### config.mk
export PLATFORM = sky130hd
export DESIGN_NAME = axis_rr_arbiter
export DESIGN_NICKNAME = d
export VERILOG_FILES = /design/src/rtl/axi_pkg.sv /design/src/rtl/axis_skid_buffer.sv /design/src/rtl/axis_rr_arbiter.sv
export SDC_FILE = /design/constraint.sdc
export NUM_CORES = 1
export LEC_CHECK = 0
export CAP_MARGIN = 20
export CORE_MARGIN = 10
export CORE_UTILIZATION = 47
export CTS_CLUSTER_SIZE = 40
export DETAILED_ROUTE_END_ITERATION = 12
export PLACE_DENSITY_LB_ADDON = 0.15
export SYNTH_ARGS = -nofsm -noshare
export SYNTH_HDL_FRONTEND = slang
export SYNTH_SLANG_ARGS = --single-unit
### constraint.sdc
create_clock -name ACLK -period 3.8 [get_ports ACLK]
set_input_delay 0.57 -clock ACLK [delete_from_list [all_inputs] [get_ports ACLK]]
set_output_delay 0.57 -clock ACLK [all_outputs]
set_load 0.005 [all_outputs]
### src/rtl/axi_pkg.sv
// ---------------------------------------------------------------------------
// axi_pkg
// Shared AXI4-Stream definitions for the stream controllers.
//   AXI_DATA_WIDTH  : width of TDATA
//   AXI_USER_WIDTH  : width of TUSER
//   axi4s_payload_t : one stream beat (TDATA, TUSER, TLAST)
//   arb_state_e     : two-state lock FSM used by packet arbiters
// ---------------------------------------------------------------------------
package axi_pkg;

    localparam int AXI_DATA_WIDTH = 16;
    localparam int AXI_USER_WIDTH = 4;

    typedef struct packed {
        logic [AXI_DATA_WIDTH-1:0] tdata;
        logic [AXI_USER_WIDTH-1:0] tuser;
        logic                      tlast;
    } axi4s_payload_t;

    typedef enum logic {
        ARB_IDLE = 1'b0,
        ARB_BUSY = 1'b1
    } arb_state_e;

endpackage

### src/rtl/axis_skid_buffer.sv
// ---------------------------------------------------------------------------
// axis_skid_buffer
// Two-entry register slice for axi4s_payload_t streams. The input ready is
// driven purely from a register, so the downstream ready never reaches the
// upstream ready combinationally.
//   clk_i        : clock, rising edge
//   rst_ni       : synchronous active-low reset
//   in_valid_i   : upstream valid
//   in_ready_o   : upstream ready (high while the spare entry is empty)
//   in_data_i    : upstream payload
//   out_valid_o  : downstream valid (main entry full)
//   out_ready_i  : downstream ready
//   out_data_o   : downstream payload (main entry)
// ---------------------------------------------------------------------------
module axis_skid_buffer
    import axi_pkg::*;
(
    input  logic           clk_i,
    input  logic           rst_ni,
    input  logic           in_valid_i,
    output logic           in_ready_o,
    input  axi4s_payload_t in_data_i,
    output logic           out_valid_o,
    input  logic           out_ready_i,
    output axi4s_payload_t out_data_o
);

    logic           mainValid_q, mainValid_d;
    logic           spareValid_q, spareValid_d;
    axi4s_payload_t mainData_q, mainData_d;
    axi4s_payload_t spareData_q, spareData_d;
    logic           push;
    logic           pop;

    assign in_ready_o  = !spareValid_q;
    assign out_valid_o = mainValid_q;
    assign out_data_o  = mainData_q;

    assign push = in_valid_i && !spareValid_q;
    assign pop  = mainValid_q && out_ready_i;

    // Main always holds the oldest beat. The spare only fills when a new beat
    // arrives while main is stalled, and it refills main on the next pop.
    // Main data is left untouched when main drains so the output stays quiet.
    always_comb begin
        mainValid_d  = mainValid_q;
        spareValid_d = spareValid_q;
        mainData_d   = mainData_q;
        spareData_d  = spareData_q;
        if (spareValid_q) begin
            if (pop) begin
                mainData_d   = spareData_q;
                spareValid_d = 1'b0;
            end
        end else if (!mainValid_q) begin
            if (push) begin
                mainValid_d = 1'b1;
                mainData_d  = in_data_i;
            end
        end else begin
            if (pop && push) begin
                mainData_d = in_data_i;
            end else if (pop) begin
                mainValid_d = 1'b0;
            end else if (push) begin
                spareValid_d = 1'b1;
                spareData_d  = in_data_i;
            end
        end
    end

    // Register update with synchronous reset that empties both entries.
    always_ff @(posedge clk_i) begin
        if (!rst_ni) begin
            mainValid_q  <= 1'b0;
            spareValid_q <= 1'b0;
            mainData_q   <= '0;
            spareData_q  <= '0;
        end else begin
            mainValid_q  <= mainValid_d;
            spareValid_q <= spareValid_d;
            mainData_q   <= mainData_d;
            spareData_q  <= spareData_d;
        end
    end

endmodule

### src/rtl/axis_rr_arbiter.sv
// ---------------------------------------------------------------------------
// axis_rr_arbiter
// Packet-granular round-robin arbiter: NUM_INPUTS AXI4-Stream sources share
// one sink. A grant is locked from the first beat until the TLAST beat is
// accepted, and the output goes through a skid buffer.
//   ACLK        : clock, rising edge
//   ARESETN     : synchronous active-low reset
//   s_tvalid    : per-source valid
//   s_tready    : per-source ready (only the granted source, only in BUSY)
//   s_tpayload  : per-source payload, unpacked array
//   m_tvalid    : sink valid
//   m_tready    : sink ready
//   m_tpayload  : sink payload
//   grant_idx   : index of the current or most recent grant
//   busy        : a packet is locked
// ---------------------------------------------------------------------------
module axis_rr_arbiter
    import axi_pkg::*;
#(
    parameter int NUM_INPUTS = 4,
    parameter int IDX_W      = $clog2(NUM_INPUTS)
) (
    input  logic                  ACLK,
    input  logic                  ARESETN,
    input  logic [NUM_INPUTS-1:0] s_tvalid,
    output logic [NUM_INPUTS-1:0] s_tready,
    input  axi4s_payload_t        s_tpayload [NUM_INPUTS],
    output logic                  m_tvalid,
    input  logic                  m_tready,
    output axi4s_payload_t        m_tpayload,
    output logic [IDX_W-1:0]      grant_idx,
    output logic                  busy
);

    arb_state_e     state_q, state_d;
    logic [IDX_W-1:0] grant_q, grant_d;
    logic [IDX_W-1:0] last_q, last_d;
    logic           sbInValid;
    logic           sbInReady;
    axi4s_payload_t sbInData;
    logic           inHandshake;

    // Rotate the requests so the source after 'last' sits at bit 0, take the
    // lowest set bit, then map that position back to a source index.
    function automatic logic [IDX_W-1:0] rrPick(input logic [NUM_INPUTS-1:0] req,
                                               input logic [IDX_W-1:0]      last);
        logic [NUM_INPUTS-1:0] rot;
        logic [IDX_W-1:0]      idx;
        logic [IDX_W-1:0]      pick;
        int                    base;
        base = int'(last) + 1;
        for (int k = 0; k < NUM_INPUTS; k++) begin
            idx    = IDX_W'((base + k) % NUM_INPUTS);
            rot[k] = req[idx];
        end
        pick = last;
        for (int k = NUM_INPUTS - 1; k >= 0; k--) begin
            if (rot[k]) begin
                pick = IDX_W'((base + k) % NUM_INPUTS);
            end
        end
        return pick;
    endfunction

    assign busy      = (state_q == ARB_BUSY);
    assign grant_idx = grant_q;

    // Only the locked source can push into the skid buffer.
    assign sbInValid   = busy && s_tvalid[grant_q];
    assign sbInData    = s_tpayload[grant_q];
    assign inHandshake = sbInValid && sbInReady;

    // Ready fans out from the registered skid-buffer ready, never from m_tready.
    always_comb begin
        s_tready = '0;
        if (state_q == ARB_BUSY) begin
            s_tready[grant_q] = sbInReady;
        end
    end

    // Lock FSM: arbitrate only in IDLE, release as soon as the TLAST beat is
    // accepted on the input side so the next arbitration overlaps the drain.
    always_comb begin
        state_d = state_q;
        grant_d = grant_q;
        last_d  = last_q;
        case (state_q)
            ARB_IDLE: begin
                if (|s_tvalid) begin
                    state_d = ARB_BUSY;
                    grant_d = rrPick(s_tvalid, last_q);
                    last_d  = rrPick(s_tvalid, last_q);
                end
            end
            ARB_BUSY: begin
                if (inHandshake && sbInData.tlast) begin
                    state_d = ARB_IDLE;
                end
            end
            default: state_d = ARB_IDLE;
        endcase
    end

    // State registers; 'last' resets to the top index so source 0 wins first.
    always_ff @(posedge ACLK) begin
        if (!ARESETN) begin
            state_q <= ARB_IDLE;
            grant_q <= '0;
            last_q  <= IDX_W'(NUM_INPUTS - 1);
        end else begin
            state_q <= state_d;
            grant_q <= grant_d;
            last_q  <= last_d;
        end
    end

    axis_skid_buffer u_skid (
        .clk_i       (ACLK),
        .rst_ni      (ARESETN),
        .in_valid_i  (sbInValid),
        .in_ready_o  (sbInReady),
        .in_data_i   (sbInData),
        .out_valid_o (m_tvalid),
        .out_ready_i (m_tready),
        .out_data_o  (m_tpayload)
    );

endmodule

**Word-level counts from Yosys, hierarchy flattened**

Cells that the tools add are included.

- Flip-flop bits (word level): 49
- Bits of input ports: 91
- Word-level logic and storage cells: 78

- Add/subtract/negate cells: 4
- $lt $le $gt $ge: 7
- Equal/unequal tests: 2
- Multiplexer cells: 36
- Bitwise logic cells: 6
- Reductions and logical operators: 12

Operator list:

| cell | number |
|---|---|
| 21-bit two-way mux | 7 |
| 21-bit binary-select mux with 2-bit select | 1 |
| 1-bit two-way mux | 16 |
| 2-bit by 3-bit < comparator with 1-bit output, second input constant | 5 |
| 1-bit binary-select mux with 2-bit select | 5 |
| 2-bit two-way mux | 4 |
| 1-bit logical AND | 6 |
| 5-bit AND reduction | 1 |
| 2-bit by 1-bit adder with 2-bit output, second input constant | 2 |
| 2-bit adder, second input constant | 2 |
| 4-bit bitwise AND | 1 |
| 4-bit two-way mux | 1 |
| 1-bit NOT | 4 |
| 4-bit OR reduction | 1 |
| 3-bit greater-or-equal comparator, second input constant | 1 |
| 3-bit inequality test, second input constant | 1 |
| 2-bit NOT with 3-bit output | 1 |
| 3-bit AND reduction | 1 |
| 3-bit nonzero test | 1 |
| 1-bit demux with 2-bit select | 1 |
| 2-bit by 1-bit greater-or-equal comparator with 1-bit output, second input constant | 1 |
| 2-bit inequality test, second input constant | 1 |
| 1-bit case mux with 2 select lines | 1 |
| 2-bit AND reduction | 1 |
| 1-bit logical NOT | 1 |

**Depth between registers and ports, before layout**

- Depth in word-level cells: 9
- Depth in mapped cells: 6
- Gate-level depth less buffers: 4

**By module**

Synthesis repeated with hierarchy kept, for this count alone.

- Cell total of the unflattened synthesis: 299
- Area, all modules: 2866.5 um^2

By module, submodules not included:

| module | times used | cells an instance | area each (um^2) |
|---|---|---|---|
| axis_skid_buffer | 1 | 219 | 1973.1 |
| axis_rr_arbiter | 1 | 80 | 893.4 |

**Worst setup path after synthesis**

OpenSTA, ideal clock, no wires.

- Path kind: register to register
- Start: register grant_q[0] (netlist: grant_idx[0])
- End: register u_skid.mainData_q, in the netlist u_skid.out_data_o[9]
- Setup time: 120 ps
- Arrival: 1560 ps
- Path slack: 2121 ps
- Stages on the path, launching flop included: 7
- Clock period less this slack: 1679 ps
- Cell sequence: dfxtp_1 > buf_6 > buf_6 > mux4_1 > mux2_2 > nand2_1 > mux2i_1

- Word-level cells in the longest chain between the ends: 7
- Elaborated cells between the ends (all ways): 16

Ends and longest elaborated chain:

| what | line | source |
|---|---|---|
| start, declared | axis_rr_arbiter.sv:36 | `logic [IDX_W-1:0] grant_q, grant_d;` |
| start signal, assigned | axis_rr_arbiter.sv:112 | `grant_q <= grant_d;` |
| 1-bit binary-select mux with 2-bit select or 2-bit NOT with 3-bit output (tied branches) | axis_rr_arbiter.sv:69, axis_rr_arbiter.sv:70 |  |
| 1-bit two-way mux (implied by the code) or 21-bit binary-select mux with 2-bit select (tied branches) | axis_rr_arbiter.sv:69, axis_rr_arbiter.sv:70 |  |
| 1-bit logical AND or 21-bit two-way mux (tied branches) | axis_rr_arbiter.sv:69, axis_rr_arbiter.sv:70 |  |
| 1-bit logical AND or 21-bit two-way mux (tied branches) | axis_skid_buffer.sv:39, axis_rr_arbiter.sv:70 |  |
| 1-bit logical AND (tied with other cells) | axis_skid_buffer.sv:61 | `if (pop && push) begin` |
| 3-bit inequality test (no line) or 21-bit two-way mux (tied branches) | -- |  |
| 3-bit AND reduction (no line) or 21-bit two-way mux (tied branches) | -- |  |
| end signal, assigned | axis_skid_buffer.sv:82 | `mainData_q <= mainData_d;` |
| end, declared | axis_skid_buffer.sv:30 | `axi4s_payload_t mainData_q, mainData_d;` |

Several ways; a longest one is shown, not always the timed one. The select of a mux whose other input is x is not followed.
A chain may end at the register's enable or synchronous reset.

**Worst setup path after layout**

- Start: register grant_q[0] (netlist: grant_idx[0])
- End: output port s_tready[3]

- Word-level cells in the longest chain between the ends: 6
- Elaborated cells between the ends (all ways): 7

Ends and longest elaborated chain:

| what | line | source |
|---|---|---|
| 2-bit by 3-bit < comparator with 1-bit output (implied by the code) or 2-bit by 1-bit greater-or-equal comparator with 1-bit output (tied branches) | axis_rr_arbiter.sv:77 | `s_tready[grant_q] = sbInReady;` |
| 1-bit logical AND (implied by the code) | axis_rr_arbiter.sv:77 |  |
| 1-bit two-way mux (implied by the code) | axis_rr_arbiter.sv:77 |  |
| 1-bit demux with 2-bit select * | axis_rr_arbiter.sv:77 |  |
| 4-bit bitwise AND (no line) * | -- |  |
| 4-bit two-way mux * | axis_rr_arbiter.sv:76 | `if (state_q == ARB_BUSY) begin` |
| end, declared | axis_rr_arbiter.sv:26 | `output logic [NUM_INPUTS-1:0] s_tready,` |

Every way passes the cells marked *; elsewhere a longest branch is shown, timed or not.

==> results by group <==
Outcome
  • Status: complete, no violations

Layout
  • Final instance area: 4310 um^2
  • Area Overhead vs Synth: 43.4%
  • Share of layout cells above drive strength 1: 13.1%
  • ANT cells: 0
  • # nets final: 495
  • Utilization after layout: 68.6%

Logic synthesis
  • Top post-synthesis cells by area: dfxtp_1 (33%), mux4_2 (9.0%), mux2_2 (8.2%)
  • Register area share after synthesis: 32.7%
  • #FFs+latches synth: 49
  • Gate Count Post-Synth: 299
  • Yosys top cell area share: 32.7%
  • Syn avg cell area: 10.0 um^2
  • Synth unique cells: 40
  • Post-Syn Area: 3000 um^2
  • Syn_nets: 390
  • Leading area contributor after synthesis: dfxtp_1
  • Synth warnings: 0

Detailed routing
  • Post-DRT Antenna Nets: 0
  • Vias per cell: 5.49
  • DRT Pass-1 Iters: 4
  • # DRC: 0
  • Drt total wl: 8470 um
  • DR WL/cell: 17.6 um
  • Via count: 2648
  • Iter 0 DRT Violations: 107

CTS
  • Clk pin slew, worst setup/hold paths: 0.09 ns
  • TritonCTS clock tree: built
  • H-tree level count: 2
  • Clk_lat worst skew: 0.30 ns
  • Root buffer cell: clkbuf_8
  • CTS Buf Count: 5
  • Post-CTS setup buffers: 0
  • Clk sinks: 49
  • Cts-stage hold buffer count: 0
  • Cts repair resizes: 0
  • Maximum clock path buffer count: 2

Worst setup path
  • Slowest cell on the critical path: dfxtp_1
  • Crit end category: output port
  • Worst setup SP type: flip-flop
  • Worst-case reg-to-reg path depth: 5
  • Reg-to-reg endpoint: u_skid.out_data_o[0]$_SDFFE_PN0P_
  • Worst EP arrival: 2.07 ns
  • Worst Setup Path Type: flip-flop to output port
  • FF-to-FF setup slack: 1.42 ns
  • CP cell instances: nand3b_1 -> nor2_1 -> clkdlybuf4s50_1
  • Crit-path max FO: 12
  • Critical register-to-register path startpoint: grant_idx[0]$_SDFFE_PN0P_
  • Critical path required time: 3.23 ns
  • Largest stage delay, worst path: 0.75 ns

STA
  • Crit share post-route: 69.4%
  • Tmin final: 2.64 ns
  • Final hold viol count: 0
  • Final setup TNS: 0 ns
  • Achievable Freq: 379 MHz
  • RSZ-0062 raised after global routing: no
  • Worst-margin pin slew: 0.915 ns
  • Final setup vio count: 0
  • Tightest hold margin: 0.462 ns
  • Slew Limit Fails: 0
  • Relative slew margins: 38.8%
  • Clock Skew: 0.0109 ns

GRT
  • Largest net degree at the start of global routing: 71
  • Vias in the first global route: 2766
  • Initial antenna violation count: 0
  • Global route overflow: 0
  • Gr usage total: 16.4%
  • First-pass GRT wire length: 13700 um

Flow run
  • Maxcap violations: 0

Placement
  • Hpwl dp: 6430 um
  • Routability cong.: 0.836
  • Placed cell area: 4150 um^2
  • Input/output buffers: 119

Power and ir drop
  • Pwr Density: 354 nW/um^2
  • Leakage: 1.61 nW
  • Peak VDD IR: 0.000329 V

Floorplanning
  • Row cnt: 29
  • Num ports: 120
  • Starting Density: 47.9%
  • Die W: 100 um
  • DIE AREA: 9990 um^2
  • Core Footprint: 6280 um^2
  • Die height: 100 um

Min path
  • Worst hold start: u_skid.out_data_o[12]$_SDFFE_PN0P_
  • Cells on Worst Hold Path: 2
  • Worst hold path type: flip-flop to flip-flop
  • Hold EP: u_skid.out_data_o[12]$_SDFFE_PN0P_
## through the flow
step	power (W)	worst slack, ns	instances
4_1_cts	0.00154	1.12	481
2_1_floorplan	0.000889	2.12	299
3_5_place_dp	0.00109	1.11	473
3_3_place_gp	0.00108	1.18	473
5_1_grt	0.00160	0.987	482
6_report	0.00153	1.16	482
## layout make-up
| type | instances | area (um^2) |
|---|---|---|
| timing repair buffer | 126 | 1250 |
| fill | 526 | 1970 |
| multi-input combinational | 219 | 1830 |
| tap | 77 | 96.3 |
| sequential | 49 | 981 |
| inverter | 3 | 11.3 |
| clock buffer | 5 | 68.8 |
| clock inverter | 3 | 68.8 |
## per-layer routing
metal	global-route usage, %	vias up	share of wire, %
li1	-	1306	-
met1	19.3	1244	41
met2	27.9	92	50
met3	6.39	6	8.3
met4	2.87	0	0.87
met5	0	-	0
## where the power goes
group | switching (W) | internal [W] | total (W)
registers | 0.0000349 | 0.000549 | 0.000584
clock network | 0.000182 | 0.000265 | 0.000447
logic | 0.000197 | 0.000299 | 0.000496
## kinds of logic after synthesis
kind of cell    count (synthesis)  synth area share [%]
simple gates                   90                  13.8
mux                            66                  32.8
flops                          49                  32.7
buf+inv                        31                  6.46
compound gates                 63                  14.3
## flip-flops by register name, summed over array words and instances, names as in the netlist
name / cells
u_skid.out_data_o: 21
u_skid.spareData_q: 21
grant_idx: 2
last_q: 2
busy: 1
u_skid.out_valid_o: 1
u_skid.spareValid_q: 1
## cells in the final DEF, fill, tap and decap left out, types with 2 or more instances in the layout
cell and count:
bufinv_16 2, mux4_1 9, clkbuf_8 5, mux4_2 12, mux2_2 22, buf_4 6, a31oi_1 2, a21boi_0 13
dfxtp_1 49, nor3b_1 2, nor2b_1 3, nand2_1 47, clkdlybuf4s50_1 118, mux2i_1 23, inv_1 3, a21boi_1 10
nand2b_1 3, o21ai_0 25, a21oi_1 2, nand3_1 22, nor2_1 7
## critical path, delay by kind of cell (launching register included)
family                 cells  cell delay, ns
and+or+nand+nor            2            0.49
DFF                        1            0.75
buffers and inverters      1            0.53
## worst max path at each step
stage	startpoint	endpoint	slack [ns]
finish	grant_idx[0]$_SDFFE_PN0P_	s_tready[3]	1.16
global placement	s_tvalid[3]	u_skid.out_data_o[2]$_SDFFE_PN0P_	1.18
CTS	grant_idx[0]$_SDFFE_PN0P_	s_tready[3]	1.12
detailed placement	s_tvalid[3]	u_skid.out_data_o[10]$_SDFFE_PN0P_	1.11
floorplan	grant_idx[0]$_SDFFE_PN0P_	u_skid.out_data_o[9]$_SDFFE_PN0P_	2.12
global route	grant_idx[0]$_SDFFE_PN0P_	s_tready[3]	0.99
## Yosys cell counts, drive strengths merged
library cell,instances
a211o,1
a211oi,1
a21boi,23
a21o,1
a21oi,2
a22oi,1
a31oi,2
and2,1
and3b,1
and4b,1
buf,17
clkbuf,10
dfxtp,49
dlygate4sd1,1
inv,3
mux2,22
mux2i,23
mux4,21
nand2,47
nand2b,3
nand3,22
nand3b,1
nor2,7
nor2b,3
nor3,1
nor3b,2
o211ai,1
o21a,1
o21ai,26
o22a,1
o22ai,1
o311a,1
o31a,1
or3b,1
No activity file was read; power rests on OpenSTA's default activity.
